$ cat src/rtl/shift_pipe_pkg.sv
// shift_pipe shared definitions
// op encodings and per-stage sideband bundle
package shift_pipe_pkg;

    localparam int OP_W = 3;

    typedef enum logic [OP_W-1:0] {
        OP_SLL = 3'b000,
        OP_SRL = 3'b001,
        OP_SRA = 3'b010,
        OP_ROL = 3'b011,
        OP_ROR = 3'b100
    } op_e;

    typedef struct packed {
        logic            valid;
        logic [OP_W-1:0] op;
        logic            err;
        logic            carry;
        logic            zero;
    } meta_t;

    function automatic logic op_legal(input logic [OP_W-1:0] op);
        return op <= OP_W'(OP_ROR);
    endfunction

endpackage

$ cat src/rtl/shift_pipe_if.sv
// shift_pipe operation/result handshake bundle
// master drives operations, slave is the shifter
interface shift_pipe_if
    import shift_pipe_pkg::*;
#(
    parameter int WIDTH = 16
);
    localparam int SHW = $clog2(WIDTH);

    logic             in_valid;
    logic             in_ready;
    logic [OP_W-1:0]  in_op;
    logic [WIDTH-1:0] in_data;
    logic [SHW-1:0]   in_amt;
    logic             out_valid;
    logic             out_ready;
    logic [WIDTH-1:0] out_data;
    logic             out_carry;
    logic             out_zero;
    logic             out_err;

    modport master (
        output in_valid, in_op, in_data, in_amt, out_ready,
        input  in_ready, out_valid, out_data, out_carry,
        input  out_zero, out_err
    );

    modport slave (
        input  in_valid, in_op, in_data, in_amt, out_ready,
        output in_ready, out_valid, out_data, out_carry,
        output out_zero, out_err
    );

endinterface

$ cat src/rtl/shift_pipe_stage.sv
// shift_pipe single 2^K shift stage
// combinational shift/carry with optional register
module shift_pipe_stage
    import shift_pipe_pkg::*;
#(
    parameter int WIDTH = 16,
    parameter int K     = 0,
    parameter bit REG   = 1'b1
) (
    input  logic                     clk,
    input  logic                     rst_n,
    input  logic                     adv,
    input  meta_t                    d_meta,
    input  logic [WIDTH-1:0]         d_data,
    input  logic [$clog2(WIDTH)-1:0] d_amt,
    output meta_t                    q_meta,
    output logic [WIDTH-1:0]         q_data,
    output logic [$clog2(WIDTH)-1:0] q_amt
);

    localparam int S = 1 << K;

    logic             act;
    logic [WIDTH-1:0] n_data;
    logic             n_carry;
    meta_t            n_meta;
    logic             unused_zero;

    assign unused_zero = d_meta.zero;
    assign act = d_amt[K] && !d_meta.err;

    // shift by 2^K and capture the bit leaving this stage
    always_comb begin
        n_data  = d_data;
        n_carry = d_meta.carry;
        if (act) begin
            case (d_meta.op)
                OP_SLL: begin
                    n_data  = d_data << S;
                    n_carry = d_data[WIDTH-S];
                end
                OP_SRL: begin
                    n_data  = d_data >> S;
                    n_carry = d_data[S-1];
                end
                OP_SRA: begin
                    n_data  = $signed(d_data) >>> S;
                    n_carry = d_data[S-1];
                end
                OP_ROL: begin
                    n_data  = (d_data << S) | (d_data >> (WIDTH - S));
                    n_carry = d_data[WIDTH-S];
                end
                OP_ROR: begin
                    n_data  = (d_data >> S) | (d_data << (WIDTH - S));
                    n_carry = d_data[S-1];
                end
                default: begin
                    n_data  = d_data;
                    n_carry = d_meta.carry;
                end
            endcase
        end
    end

    // sideband follows the data; zero reflects this stage's result
    always_comb begin
        n_meta       = d_meta;
        n_meta.carry = n_carry;
        n_meta.zero  = (n_data == '0);
    end

    if (REG) begin : g_reg
        // stage register, holds on global stall
        always_ff @(posedge clk) begin
            if (!rst_n) begin
                q_meta <= '0;
                q_data <= '0;
                q_amt  <= '0;
            end else if (adv) begin
                q_meta <= n_meta;
                q_data <= n_data;
                q_amt  <= d_amt;
            end
        end
    end else begin : g_comb
        logic unused_ctl;
        assign unused_ctl = ^{clk, rst_n, adv};
        assign q_meta = n_meta;
        assign q_data = n_data;
        assign q_amt  = d_amt;
    end

endmodule

$ cat src/rtl/shift_pipe.sv
// shift_pipe pipelined multi-mode barrel shifter
// handshake/stall, illegal-op detect, stage chain
module shift_pipe
    import shift_pipe_pkg::*;
#(
    parameter int WIDTH = 16,
    parameter bit PIPE  = 1'b1
) (
    input logic         clk,
    input logic         rst_n,
    shift_pipe_if.slave bus
);

    localparam int SHW = $clog2(WIDTH);

    logic             adv;
    meta_t            e_meta;
    meta_t            s_meta [SHW];
    logic [WIDTH-1:0] s_data [SHW];
    logic [SHW-1:0]   s_amt  [SHW];
    logic             unused_tail;

    assign adv          = !bus.out_valid || bus.out_ready;
    assign bus.in_ready = adv;

    // entry sideband: illegal ops pass data through with err set
    always_comb begin
        e_meta       = '0;
        e_meta.valid = bus.in_valid;
        e_meta.op    = bus.in_op;
        e_meta.err   = !op_legal(bus.in_op);
    end

    for (genvar k = 0; k < SHW; k++) begin : g_stage
        meta_t            i_meta;
        logic [WIDTH-1:0] i_data;
        logic [SHW-1:0]   i_amt;

        if (k == 0) begin : g_head
            assign i_meta = e_meta;
            assign i_data = bus.in_data;
            assign i_amt  = bus.in_amt;
        end else begin : g_link
            assign i_meta = s_meta[k-1];
            assign i_data = s_data[k-1];
            assign i_amt  = s_amt[k-1];
        end

        shift_pipe_stage #(
            .WIDTH (WIDTH),
            .K     (k),
            .REG   (PIPE || (k == SHW - 1))
        ) u_stage (
            .clk    (clk),
            .rst_n  (rst_n),
            .adv    (adv),
            .d_meta (i_meta),
            .d_data (i_data),
            .d_amt  (i_amt),
            .q_meta (s_meta[k]),
            .q_data (s_data[k]),
            .q_amt  (s_amt[k])
        );
    end

    assign bus.out_valid = s_meta[SHW-1].valid;
    assign bus.out_data  = s_data[SHW-1];
    assign bus.out_carry = s_meta[SHW-1].carry;
    assign bus.out_zero  = s_meta[SHW-1].zero;
    assign bus.out_err   = s_meta[SHW-1].err;

    assign unused_tail = ^{s_meta[SHW-1].op, s_amt[SHW-1]};

endmodule

$ cat src/flat_wrapper.sv
// flat-port wrapper written by rule: the top's interface ports become plain ports
module shift_pipe_flat import shift_pipe_pkg::*;
#(
    parameter int WIDTH = 16,
    parameter bit PIPE  = 1'b1
)
  (clk, rst_n, bus_in_valid, bus_in_op, bus_in_data, bus_in_amt, bus_out_ready, bus_in_ready, bus_out_valid, bus_out_data, bus_out_carry, bus_out_zero, bus_out_err);
  shift_pipe_if #(.WIDTH(WIDTH)) bus_i ();
  input logic clk;
  input logic rst_n;
  input wire logic [$bits(bus_i.in_valid)-1:0] bus_in_valid;
  input wire logic [$bits(bus_i.in_op)-1:0] bus_in_op;
  input wire logic [$bits(bus_i.in_data)-1:0] bus_in_data;
  input wire logic [$bits(bus_i.in_amt)-1:0] bus_in_amt;
  input wire logic [$bits(bus_i.out_ready)-1:0] bus_out_ready;
  output wire logic [$bits(bus_i.in_ready)-1:0] bus_in_ready;
  output wire logic [$bits(bus_i.out_valid)-1:0] bus_out_valid;
  output wire logic [$bits(bus_i.out_data)-1:0] bus_out_data;
  output wire logic [$bits(bus_i.out_carry)-1:0] bus_out_carry;
  output wire logic [$bits(bus_i.out_zero)-1:0] bus_out_zero;
  output wire logic [$bits(bus_i.out_err)-1:0] bus_out_err;
  assign bus_i.in_valid = bus_in_valid;
  assign bus_i.in_op = bus_in_op;
  assign bus_i.in_data = bus_in_data;
  assign bus_i.in_amt = bus_in_amt;
  assign bus_i.out_ready = bus_out_ready;
  assign bus_in_ready = bus_i.in_ready;
  assign bus_out_valid = bus_i.out_valid;
  assign bus_out_data = bus_i.out_data;
  assign bus_out_carry = bus_i.out_carry;
  assign bus_out_zero = bus_i.out_zero;
  assign bus_out_err = bus_i.out_err;
  shift_pipe #(.WIDTH(WIDTH), .PIPE(PIPE)) u_core (.clk(clk), .rst_n(rst_n), .bus(bus_i));
endmodule
$ cat config.mk
export PLATFORM = sky130hd
export DESIGN_NAME = shift_pipe_flat
export DESIGN_NICKNAME = d
export VERILOG_FILES = /design/src/rtl/shift_pipe_pkg.sv /design/src/rtl/shift_pipe_if.sv /design/src/rtl/shift_pipe_stage.sv /design/src/rtl/shift_pipe.sv /design/src/flat_wrapper.sv
export SDC_FILE = /design/constraint.sdc
export NUM_CORES = 1
export LEC_CHECK = 0
export BUFFER_PORTS_ARGS = -buffer_cell sky130_fd_sc_hd__buf_2
export CORE_MARGIN = 1.5
export CORE_UTILIZATION = 60
export CTS_CLUSTER_DIAMETER = 120
export DETAILED_ROUTE_END_ITERATION = 8
export PLACE_DENSITY = 0.87
export SLEW_MARGIN = 25
export SYNTH_ARGS = -nofsm -noshare
export SYNTH_HDL_FRONTEND = slang
export SYNTH_SLANG_ARGS = --single-unit
$ cat constraint.sdc
create_clock -name clk -period 2.45 [get_ports clk]
set_clock_uncertainty 0.15 [all_clocks]
set_input_delay 0.6125 -clock clk [delete_from_list [all_inputs] [get_ports clk]]
set_output_delay 0.6125 -clock clk [all_outputs]
set_load 0.005 [all_outputs]
==> metrics <==
detailed-route DRC error count=0; Max Root-Sink Buffers=2; Setup crit start kind=flip-flop; first-pass GRT wire length=22.1 mm; Die H=96.7 um; Inserted Clock Buffers=9; Synth Flop Type=dfxtp_1; die width=96.7 um; Synth Area in XOR/XNOR=0.00950; Detail Route met3 WL=627 um; fraction of layout cells with a size suffix above 1=0.146; post-synthesis sequential element count=92; PwrDens=593 nW/um^2; vias in the first global route=4605; DRT met1 WL=5.52 mm; IR drop worst, VDD=342 uV; max frequency=472 MHz; Final Power=0.00340 W; Worst-path clk slew=0.11 ns; layout overhead on the synthesized area=8.88%; final count of hold timing violations=0; Antenna diodes=0; Max Cap Viol=0; # setup viols final=0; largest family of logic cells by synthesized area=compound AO/OA/AOI/OAI gates; Synth area leaders=dfxtp_1, nand2_1, o211ai_1, a21boi_0, mux2i_1; total die area=9350 um^2; Leak Pwr=2.05 nW; Post-CTS Repair Setup Buffers=0; crit path DAT=2.22 ns; Detailed Routing Iterations Pass 1=5; Max-slew headroom=0.562; Critical Path RT=2.55 ns; share of the synthesized area in the top cell type=0.349; Post-Synthesis Cells=667; most common cell in the netlist=nand2_1; sequential area share after synthesis=0.349; Rows=34; worst skew pair latency=0.37 ns; kind of critical path=reg2reg; EDFF count, synth=0; Met2 Routed Length=6.36 mm; Starting DRT DRC Count=301; Commonest cells post-synth=nand2_1, dfxtp_1, o211ai_1, a21boi_0, a21oi_1; mux share of post-synthesis cell area=0.0812; total gr overflow=0; highest routed layer=met4; post_cts resized=0; pre-CTS setup slack=0.228 ns; simple-gate area share of the yosys netlist=0.180; cell taking the most area after synthesis=dfxtp_1; Final #Nets=705; RSZ-0062 raised after global routing=false; Synth Cell Area=5270 um^2; RD Place Congestion=0.892; WL/cell=16.2 um; root buf cell=clkbuf_8; post-synthesis compound-gate area fraction=0.320; Hold Buf Count CTS=0; fraction of the mapped netlist area in adder cells=0.00190; TritonCTS clock tree=done; syn nets=694; Slew Limit Fails=0; Syn Area/Cell=7.90 um^2; Buffers on Ports=47; Overall Global Routing Usage=0.275; initial antenna violation count=0; Vias=4974; worst slew pin tran=0.656 ns; H-tree levels=3; setup ws final=0.332 ns; Core Area=8640 um^2; Distinct cells, synth=52; final period utilization=0.864; Detailed Place HPWL=8.76 mm; Final TNS setup=0 ns; Post-synth ARST share=0; worst hold-check path type=reg2reg; min cycle time layout=2.12 ns; initial cell density of the core=0.610; Antenna Nets Post-Route=0; drt total wl=12.8 mm; io pins=48; Worst Setup End Kind=flip-flop; vias per inst=6.29; Clock Sinks=92; Ys Warns=0; largest net degree at the start of global routing=99; outcome=finished clean; CP Max Fanout=33
state kept, by name (all words and copies together) (netlist names):
register,cells
u_core.g_stage.u_stage.q_data,64
u_core.g_stage.u_stage.q_meta,22
u_core.g_stage.u_stage.q_amt,6
through the flow:
step / hold slack, ns / area (um^2) / util / std cells
after global routing: 0.326 / 5740 / 0.664 / 791
after floorplan: 0.286 / 5270 / - / 667
after global placement: 0.297 / 5520 / 0.640 / 775
final: 0.311 / 5740 / 0.664 / 791
after CTS: 0.316 / 5740 / 0.664 / 791
after detailed placement: 0.304 / 5520 / 0.640 / 775
layer usage:
metal,up-vias,GRT usage
met5,-,0
met2,184,0.471
met1,2334,0.357
met4,0,0.0847
li1,2426,-
met3,30,0.0405
worst max-delay path, stage by stage (launching register included):
cell	delay (ns)
dfxtp_1	0.47
or2_2	0.39
a21oi_2	0.14
buf_4	0.30
nand2_1	0.13
o221ai_1	0.28
a21boi_0	0.13
final cells by class:
type / instances / area (um^2)
clock inverter: 7 / 91.3
inverter: 5 / 18.8
tap: 108 / 135
fill: 727 / 2900
timing repair buffer: 63 / 393
sequential: 92 / 1840
clock buffer: 9 / 124
multi-input combinational: 507 / 3130
report_power, final:
part	leakage (nW)	switching [W]	internal (W)
Sequential	0.757	0.000125	0.00159
Combinational	1.18	0.000303	0.000275
Clock	0.106	0.000607	0.000498
Total	2.05	0.00103	0.00237
logic make-up after synthesis:
| group | count (synthesis) |
|---|---|
| flip-flops | 92 |
| XOR/XNOR | 4 |
| multiplexers | 41 |
| buffers and inverters | 68 |
| AND/OR/NAND/NOR | 210 |
| adder cells (fa/ha/maj) | 1 |
| AO/OA/AOI/OAI | 251 |
worst paths after layout:
| check | start | end | slack (ns) | depth (start not counted) |
|---|---|---|---|---|
| max | u_core.g_stage[0].u_stage.q_meta[4] | u_core.g_stage[1].u_stage.q_data[14] | 0.33 | 6 |
| min | u_core.g_stage[3].u_stage.q_data[14] | u_core.g_stage[3].u_stage.q_data[14] | 0.31 | 2 |
| max reg2reg | u_core.g_stage[0].u_stage.q_meta[4] | u_core.g_stage[1].u_stage.q_data[14] | 0.33 | 6 |
| min reg2reg | u_core.g_stage[3].u_stage.q_data[14] | u_core.g_stage[3].u_stage.q_data[14] | 0.31 | 2 |
cell usage in the layout (no fill, tap or decap), types with 2 or more instances in the layout:
master and n:
o211a_1 2, buf_2 47, nand4_1 2, dfxtp_1 92
buf_4 13, or4_1 2, nor2_1 24, clkbuf_8 9
o22ai_1 16, o221ai_1 2, mux2_2 14, nor2b_1 25
a22oi_1 7, nand2_1 127, inv_6 3, inv_1 4
nand3_1 7, and2_1 4, nand2b_1 2, buf_12 3
a211oi_1 9, a21boi_0 53, nor3b_1 8, a21oi_1 48
o21a_1 2, mux2i_1 27, a221oi_1 8, and3_1 2
o211ai_1 54, o21ai_0 38
Power figures use the tool's default switching activity.
